==> src/rtl/hm_pkg.sv <==
// Shared HM result types and helpers: result layout, scheduler state and byte swap.
package hm_pkg;

    localparam int HASH_W    = 256;
    localparam int NONCE_W   = 32;
    localparam int RESULT_W  = HASH_W + NONCE_W;
    localparam int NUM_WORDS = 9;

    typedef logic [RESULT_W-1:0] hm_result_t;

    typedef enum logic {IDLE, SEND} hm_sched_state_t;

    function automatic logic [31:0] bswap32(input logic [31:0] w);
        return {w[7:0], w[15:8], w[23:16], w[31:24]};
    endfunction

endpackage

==> src/rtl/hm_result_fifo.sv <==
// DEPTH-entry result FIFO with registered pointers and occupancy count.
module hm_result_fifo
    import hm_pkg::*;
#(
    parameter int  DEPTH = 2,
    localparam int CW    = $clog2(DEPTH + 1)
) (
    input  logic          clk,
    input  logic          rst,
    input  logic          push,
    input  logic          pop,
    input  hm_result_t    wdata,
    output hm_result_t    rdata,
    output logic          full,
    output logic          empty,
    output logic [CW-1:0] count
);

    localparam int AW = (DEPTH > 1) ? $clog2(DEPTH) : 1;

    hm_result_t    mem [DEPTH];
    logic [AW-1:0] wr_ptr;
    logic [AW-1:0] rd_ptr;
    logic          do_push;
    logic          do_pop;

    // Push is accepted when full only if the head leaves on the same edge.
    assign do_pop  = pop && !empty;
    assign do_push = push && (!full || do_pop);

    always_ff @(posedge clk) begin
        if (do_push) begin
            mem[wr_ptr] <= wdata;
        end
    end

    always_ff @(posedge clk) begin
        if (rst) begin
            wr_ptr <= '0;
            rd_ptr <= '0;
            count  <= '0;
        end else begin
            if (do_push) begin
                wr_ptr <= wr_ptr + 1'b1;
            end
            if (do_pop) begin
                rd_ptr <= rd_ptr + 1'b1;
            end
            case ({do_push, do_pop})
                2'b10:   count <= count + 1'b1;
                2'b01:   count <= count - 1'b1;
                default: count <= count;
            endcase
        end
    end

    assign rdata = mem[rd_ptr];
    assign full  = (count == CW'(DEPTH));
    assign empty = (count == '0);

endmodule

==> src/rtl/hm_result_scheduler.sv <==
// Buffers HM results and streams each as 9 byte-swapped 32-bit words to the host.
module hm_result_scheduler
    import hm_pkg::*;
#(
    parameter int DEPTH     = 2,
    parameter int WORD_W    = 32,
    parameter int NUM_WORDS = 9
) (
    input  logic              clk,
    input  logic              rst,
    input  logic [HASH_W-1:0] out_hash,
    input  logic [NONCE_W-1:0] nonce,
    input  logic              valid_hash_flag,
    input  logic              out_ready,
    output logic              out_valid,
    output logic [WORD_W-1:0] out_word,
    output logic              out_last,
    output logic              hold_miner,
    output logic              overflow,
    output logic [7:0]        drop_count,
    output logic              busy
);

    localparam int        CW       = $clog2(DEPTH + 1);
    localparam logic [3:0] LAST_IDX = 4'(NUM_WORDS - 1);

    hm_result_t      head;
    logic            full;
    logic            empty;
    logic [CW-1:0]   count;
    hm_sched_state_t state;
    logic [3:0]      word_idx;
    logic [3:0]      sel;
    logic            push;
    logic            pop;
    logic            drop;
    logic            more;

    logic [NUM_WORDS-1:0][WORD_W-1:0] words;

    assign pop  = (state == SEND) && out_ready && (word_idx == LAST_IDX);
    assign push = valid_hash_flag && (!full || pop);
    assign drop = valid_hash_flag && full && !pop;
    // Something left to send after this pop, counting a result landing on the same edge.
    assign more = (count > CW'(1)) || push;

    hm_result_fifo #(.DEPTH(DEPTH)) u_fifo (
        .clk   (clk),
        .rst   (rst),
        .push  (push),
        .pop   (pop),
        .wdata ({out_hash, nonce}),
        .rdata (head),
        .full  (full),
        .empty (empty),
        .count (count)
    );

    always_ff @(posedge clk) begin
        if (rst) begin
            state      <= IDLE;
            word_idx   <= '0;
            overflow   <= 1'b0;
            drop_count <= '0;
        end else begin
            overflow <= drop;
            if (drop && (drop_count != 8'hFF)) begin
                drop_count <= drop_count + 8'd1;
            end
            case (state)
                IDLE: begin
                    word_idx <= '0;
                    if (!empty) begin
                        state <= SEND;
                    end
                end
                SEND: begin
                    if (word_idx > LAST_IDX) begin
                        state    <= IDLE;
                        word_idx <= '0;
                    end else if (out_ready) begin
                        if (word_idx == LAST_IDX) begin
                            word_idx <= '0;
                            state    <= more ? SEND : IDLE;
                        end else begin
                            word_idx <= word_idx + 4'd1;
                        end
                    end
                end
            endcase
        end
    end

    // The packed view puts the MS hash word at the top index, so word 0 maps to index 8.
    assign words = head;
    assign sel   = LAST_IDX - word_idx;

    always_comb begin
        out_word = '0;
        out_last = 1'b0;
        if ((state == SEND) && (word_idx <= LAST_IDX)) begin
            out_word = bswap32(words[sel]);
            out_last = (word_idx == LAST_IDX);
        end
    end

    assign out_valid  = (state == SEND);
    assign hold_miner = full;
    assign busy       = !empty || (state == SEND);

endmodule
==> config.mk <==
export PLATFORM = sky130hd
export DESIGN_NAME = hm_result_scheduler
export DESIGN_NICKNAME = d
export VERILOG_FILES = /design/src/rtl/hm_pkg.sv /design/src/rtl/hm_result_fifo.sv /design/src/rtl/hm_result_scheduler.sv
export SDC_FILE = /design/constraint.sdc
export NUM_CORES = 1
export LEC_CHECK = 0
export ABC_AREA = 1
export ABC_CLOCK_PERIOD_IN_PS = 20500
export BUFFER_PORTS_ARGS = -buffer_cell sky130_fd_sc_hd__buf_2
export CORE_UTILIZATION = 57
export DETAILED_ROUTE_END_ITERATION = 16
export GPL_TIMING_DRIVEN = 0
export PLACE_DENSITY = 0.79
export SETUP_SLACK_MARGIN = 0.2
export SLEW_MARGIN = 20
export SYNTH_ARGS = -nofsm -noshare
export SYNTH_HDL_FRONTEND = slang
export SYNTH_SLANG_ARGS = --single-unit
==> constraint.sdc <==
create_clock -name clk -period 20.5 [get_ports clk]
set_clock_uncertainty 0.15 [all_clocks]
set_input_delay 1.025 -clock clk [delete_from_list [all_inputs] [get_ports clk]]
set_output_delay 1.025 -clock clk [all_outputs]
set_load 0.01 [all_outputs]
# Word level (Yosys, flattened, before mapping)
# Memory sizes are Yosys's and may differ from the RTL's. A register that Yosys moved wholly into a read port is not among the register bits.
# Cells that the tools add are included.
[totals]
word_cells = 63
mem_count = 1
mem_bits_rw = 576
reg_bits = 18
[memory_table]
columns = ["name", "depth", "width", "read_ports", "rd_clocked_by_memory_dff", "wr", "line_no", "rtl"]
rows = [
  ["u_fifo.mem", 2, 288, 1, 1, 1, "hm_result_fifo.sv:21", "hm_result_t mem [DEPTH];"],
]
[classes]
n_eq_ne = 6
muxes = 19
bitwise = 1
add_sub_neg = 7
n_reduce_logical = 18
magnitude_cmp = 4
[ops]
columns = ["op", "n"]
rows = [
  ["32-bit binary-select mux with 4-bit select", 1],
  ["32-bit two-way mux", 2],
  ["4-bit two-way mux", 3],
  ["1-bit two-way mux", 10],
  ["1-bit logical AND", 9],
  ["8-bit by 1-bit adder with 8-bit output, second input constant", 1],
  ["8-bit inequality test, second input constant", 1],
  ["4-bit one-hot mux with 2 select lines", 1],
  ["4-bit by 5-bit less-than comparator with 1-bit output, second input constant", 1],
  ["4-bit by 1-bit adder with 4-bit output, second input constant", 1],
  ["2-bit == test, second input constant", 2],
  ["4-bit == test, second input constant", 1],
  ["4-bit greater-than comparator, second input constant", 1],
  ["4-bit less-or-equal comparator, second input constant", 1],
  ["1-bit logical OR", 4],
  ["2-bit one-hot mux with 2 select lines", 1],
  ["4-bit subtractor, first input constant", 1],
  ["1-bit logical NOT", 3],
  ["3-bit by 2-bit inequality test with 1-bit output, second input constant", 1],
  ["1-bit adder, second input constant", 2],
  ["2-bit by 1-bit adder with 2-bit output, second input constant", 1],
  ["2-bit by 1-bit == test with 1-bit output, second input constant", 1],
  ["2-bit by 1-bit greater-than comparator with 1-bit output, second input constant", 1],
  ["2-bit logical NOT", 1],
  ["other kinds (4)", 4],
]

# Longest topological paths before layout
[depth]
depth_word = 10
depth_mapped = 12
ltp_nobuf = 11

# By module
# Synthesis repeated with hierarchy kept, for this count alone.
[hier_totals]
cells_unflattened = 1897
hier_area_um2 = 26186.4
[modules_own_cells]
columns = ["mod", "seq_area_each_um2", "n_inst", "area_each_um2", "cells_each"]
rows = [
  ["hm_result_fifo", 17396.7, 1, 21864.7, 935],
  ["hm_result_scheduler", 280.3, 1, 4321.6, 962],
]

# Worst setup path after synthesis
# No wires, ideal clock.
[synth_timing]
path_type = "reg2reg"
start = "reg word_idx[0]"
end = "mem u_fifo.mem[0][0] (netlist name) (enable)"
stages_incl_launch_ff = 10
arrival_ns = 13.425
setup_time_ns = 0.942
t_required_ns = 19.408
path_buffers = 1
synth_period_minus_slack_ns = 14.518
setup_slack_ns = 5.982
path_cell_list = "dfxtp_1 -> inv_2 -> clkbuf_1 -> ha_1 -> nand2_1 -> nor2_1 -> nand4_1 -> nand2_1 -> nand2_1 -> nor2_1"
[synth_via]
elab_chain_cells = 7
elab_cells_between_ends = 9
cone_classes = "eq/ne (1); mux (2); reduce/logical (6)"
[synth_rtl]
columns = ["element", "line_no", "rtl"]
rows = [
  ["start: declaration", "hm_result_scheduler.sv:32", "logic [3:0] word_idx;"],
  ["start signal: assignment", "hm_result_scheduler.sv:86", "word_idx <= word_idx + 4'd1;"],
  ["4-bit == test *", "hm_result_scheduler.sv:41", "assign pop = (state == SEND) && out_ready && (word_idx == LAST_IDX);"],
  ["1-bit logical AND *", "hm_result_scheduler.sv:41", ""],
  ["1-bit logical OR or 1-bit logical AND (tied branches)", "hm_result_scheduler.sv:42, hm_result_fifo.sv:28", ""],
  ["1-bit logical AND or 1-bit logical OR (tied branches)", "hm_result_scheduler.sv:42, hm_result_fifo.sv:29", ""],
  ["1-bit logical AND *", "hm_result_fifo.sv:29", "assign do_push = push && (!full || do_pop);"],
  ["1-bit two-way mux *", "hm_result_fifo.sv:32", "if (do_push) begin"],
  ["1-bit two-way mux (implied by the code) *", "hm_result_fifo.sv:33", "mem[wr_ptr] <= wdata;"],
  ["end: declaration", "hm_result_fifo.sv:21", ""],
]
# Mark *: on every way between the ends. The rest lies on a longest branch, timed or not.

# Worst setup path after layout
[layout_timing]
start = "reg word_idx[0]"
end = "out out_word[22]"
[layout_via]
elab_chain_cells = 4
elab_cells_between_ends = 6
cone_classes = "add/sub (1); order compare (1); mux (3); reduce/logical (1)"
[layout_rtl]
columns = ["element", "line_no", "rtl"]
rows = [
  ["4-bit subtractor", "hm_result_scheduler.sv:96", "assign sel = LAST_IDX - word_idx;"],
  ["32-bit binary-select mux with 4-bit select", "hm_result_scheduler.sv:102", "out_word = bswap32(words[sel]);"],
  ["32-bit two-way mux (implied by the code)", "hm_result_scheduler.sv:102", ""],
  ["32-bit two-way mux *", "hm_result_scheduler.sv:101", "if ((state == SEND) && (word_idx <= LAST_IDX)) begin"],
  ["end: declaration", "hm_result_scheduler.sv:16", "output logic [WORD_W-1:0] out_word,"],
]
# Mark *: on every way between the ends. The rest lies on a longest branch, timed or not. The select of a mux whose other input is x is not followed.

==> results.sh <==
export IMPL_status="completed"
export IMPL_grt_use_met2=0.503
export IMPL_grt_overflow=0
export IMPL_clk_latency_ns=0.60
export IMPL_clock_sinks=595
export IMPL_ys_flop_type="edfxtp_1"
export IMPL_cts_clk_slew_worst_paths_ns=0.06
export IMPL_fmax_ghz=0.184
export IMPL_drv_slew=0
export IMPL_ctsHoldBuffers=0
export IMPL_fin_ws_ns=15.07
export IMPL_switchingPower_uw=654
export IMPL_path_class="flip-flop to primary output"
export IMPL_h_tree_depth=2
export IMPL_wl_per_cell_um=21.1
export IMPL_crit_arrival_ns=4.25
export IMPL_synth_edf_count=576
export IMPL_ios=337
export IMPL_clkPwrFrac=0.380
export IMPL_grt_total_usage=0.312
export IMPL_routed_wl_mm=67.7
export IMPL_initial_core_util=0.578
export IMPL_cts_root_buf="clkbuf_16"
export IMPL_nets=2883
export IMPL_cts_repair_resized=0
export IMPL_tightest_slew_ns=1.03
export IMPL_grt_use_met1=0.403
export IMPL_powerDensity_nw_per_um2=95.7
export IMPL_cts_tree="yes"
export IMPL_leakage_uw=0.0119
export IMPL_netlist_instances=2160
export IMPL_place_ws_ns=15.75
export IMPL_grt_pass1_vias=17400
export IMPL_maxCapViolations=0
export IMPL_fin_crit_ns=5.43
export IMPL_yosysSeqAreaShare=0.729
export IMPL_end_kind="primary output"
export IMPL_place_hpwl_mm=48.8
export IMPL_reg2reg_slack_ns=16.09
export IMPL_cts_buffers=58
export IMPL_num_vias=17800
export IMPL_synthArstFlopShare=0
export IMPL_cellInternalPower_uw=2150
export IMPL_ant_nets=0
export IMPL_multi_input_area_sq_um=5810
export IMPL_fill_cells=2925
export IMPL_combPwrFrac=0.106
export IMPL_syn_nets=2459
export IMPL_hold_path_class="flip-flop to flip-flop"
export IMPL_switching_share=0.233
export IMPL_vias_per_cell=5.55
export IMPL_critPathMaxFanout=10
export IMPL_grtUsageMet3=0.0626
export IMPL_register_area_sq_um=17700
export IMPL_cp_data_required_time_ns=19.33
export IMPL_final_area_sq_um=29300
export IMPL_final_core_util=0.699
export IMPL_finalWeightedCongestion=0.907
export IMPL_top_usage_layer="met2"
export IMPL_post_cts_setup_buffers=0
export IMPL_drt_drc_violations_left=0
export IMPL_drt_initial_drc_count=1991
export IMPL_final_cell_mix="929 x nand2_1, 576 x edfxtp_1, 388 x buf_2, 265 x nand3_1, 75 x a21oi_1"
export IMPL_io_buffers=336
export IMPL_syn_to_final_growth_pct=20.9
export IMPL_die_w_um=208
export IMPL_grt_start_max_net_pins=28
export IMPL_antenna_found_initial=39
export IMPL_cp_start_kind="flip-flop"
export IMPL_placedInstanceArea_sq_um=27300
export IMPL_fin_crit_sh=0.265
export IMPL_synth_cell_area_sq_um=24300
export IMPL_layout_cells_most_common="nand2_1"
export IMPL_num_rows=75
export IMPL_ir_worst_vdd_v=0.0000776
export IMPL_relSlewSlack=0.310
export IMPL_ys_ff_latch=595
export IMPL_fp_coreArea_sq_um=41900
export IMPL_grt_pass1_wl_mm=100
export IMPL_setup_violations=0
export IMPL_fp_dieH_um=208
export IMPL_syn_area_per_cell_sq_um=11.2
export IMPL_layout_drive_gt1_share=0.196
export IMPL_die_area_sq_um=43400
export IMPL_cts_buffer_depth=3
export IMPL_synth_distinct_cells=25
export IMPL_seq_power_share=0.514
export IMPL_rsz0062_at_grt="false"
export IMPL_dr_pass1_iters=5
export IMPL_finalHoldViolations=0
export IMPL_ys_warn_count=0
-- power groups by stage --
stage | combinational, uW | sequential [uW] | clock, uW
final | 296 | 1440 | 1070
after global routing | 322 | 1450 | 1120
after global placement | 253 | 1530 | 0
after floorplan | 147 | 1500 | 0
after CTS | 294 | 1440 | 1070
after detailed placement | 291 | 1470 | 0
-- Yosys cell counts (10+ instances only) --
cell	instances	share of area
edfxtp_1	576	0.71
nor2_1	74	0.011
a21oi_1	75	0.015
buf_2	52	0.011
buf_4	12	0.0037
nand2_1	929	0.14
nand3_1	265	0.055
inv_1	59	0.0091
buf_1	10	0.0015
dfxtp_1	19	0.016
clkbuf_1	38	0.0059
o21ai_0	21	0.0043
-- final cells by class --
| cell class | count | share of cell area |
|---|---|---|
| clock inverter | 26 | 0.00811 |
| multi-input combinational | 1389 | 0.198 |
| antenna | 35 | 0.00299 |
| inverter | 63 | 0.00811 |
| buffer | 113 | 0.0185 |
| clock buffer | 83 | 0.0570 |
| tap | 539 | 0.0230 |
| sequential | 595 | 0.603 |
| timing repair buffer | 364 | 0.0811 |
-- metrics by stage --
stage                     TNS (ns)  std cells  hold WS [ns]  power [uW]
after floorplan                  0       2160         0.275        1650
after global placement     -534.97       3035         0.285        1780
after detailed placement         0       3063         0.300        1760
after CTS                        0       3172         0.306        2810
after global routing             0       3196         0.334        2890
final                            0       3207         0.312        2810
-- critical path, stage by stage (launching register included) --
cell and delay, ns:
dfxtp_1 0.37, inv_2 0.28, clkbuf_1 0.47, ha_1 0.44
inv_1 0.24, nand2_1 0.29, buf_2 0.30, buf_2 0.22
a21oi_1 0.23, nor2_1 0.11, nand2_1 0.18, nand3_1 0.16
a21oi_1 0.17, buf_2 0.16
-- cells by family after synthesis --
logic type	after synthesis	synth area share
compound gates	97	0.0200
buf+inv	176	0.0321
flops	595	0.729
simple gates	1277	0.212
fa+ha+maj	7	0.00361
xor+xnor	8	0.00320
-- metal layers --
metal  wire (um)  part of all wire  up-vias
li1            -                 -     8239
met1       25500              0.38     8446
met2       32700              0.48      936
met3        6410             0.095      151
met4        2970             0.044       18
met5         128            0.0019        -
-- path summary, 6_finish.rpt --
check	start	endpoint	depth (start not counted)
max reg2reg	word_idx[0]	u_fifo.mem[0][281]	15
min reg2reg	u_fifo.rd_ptr	u_fifo.rd_ptr	1
min	u_fifo.rd_ptr	u_fifo.rd_ptr	1
max	word_idx[0]	out_word[22]	13
-- flip-flops by register name (all words and copies together), names as in the netlist, named ones only --
register / count
u_fifo.mem: 576
drop_count: 8
word_idx: 4
u_fifo.count: 2
out_valid: 1
overflow: 1
u_fifo.rd_ptr: 1
u_fifo.wr_ptr: 1
Power figures use the tool's default switching activity.
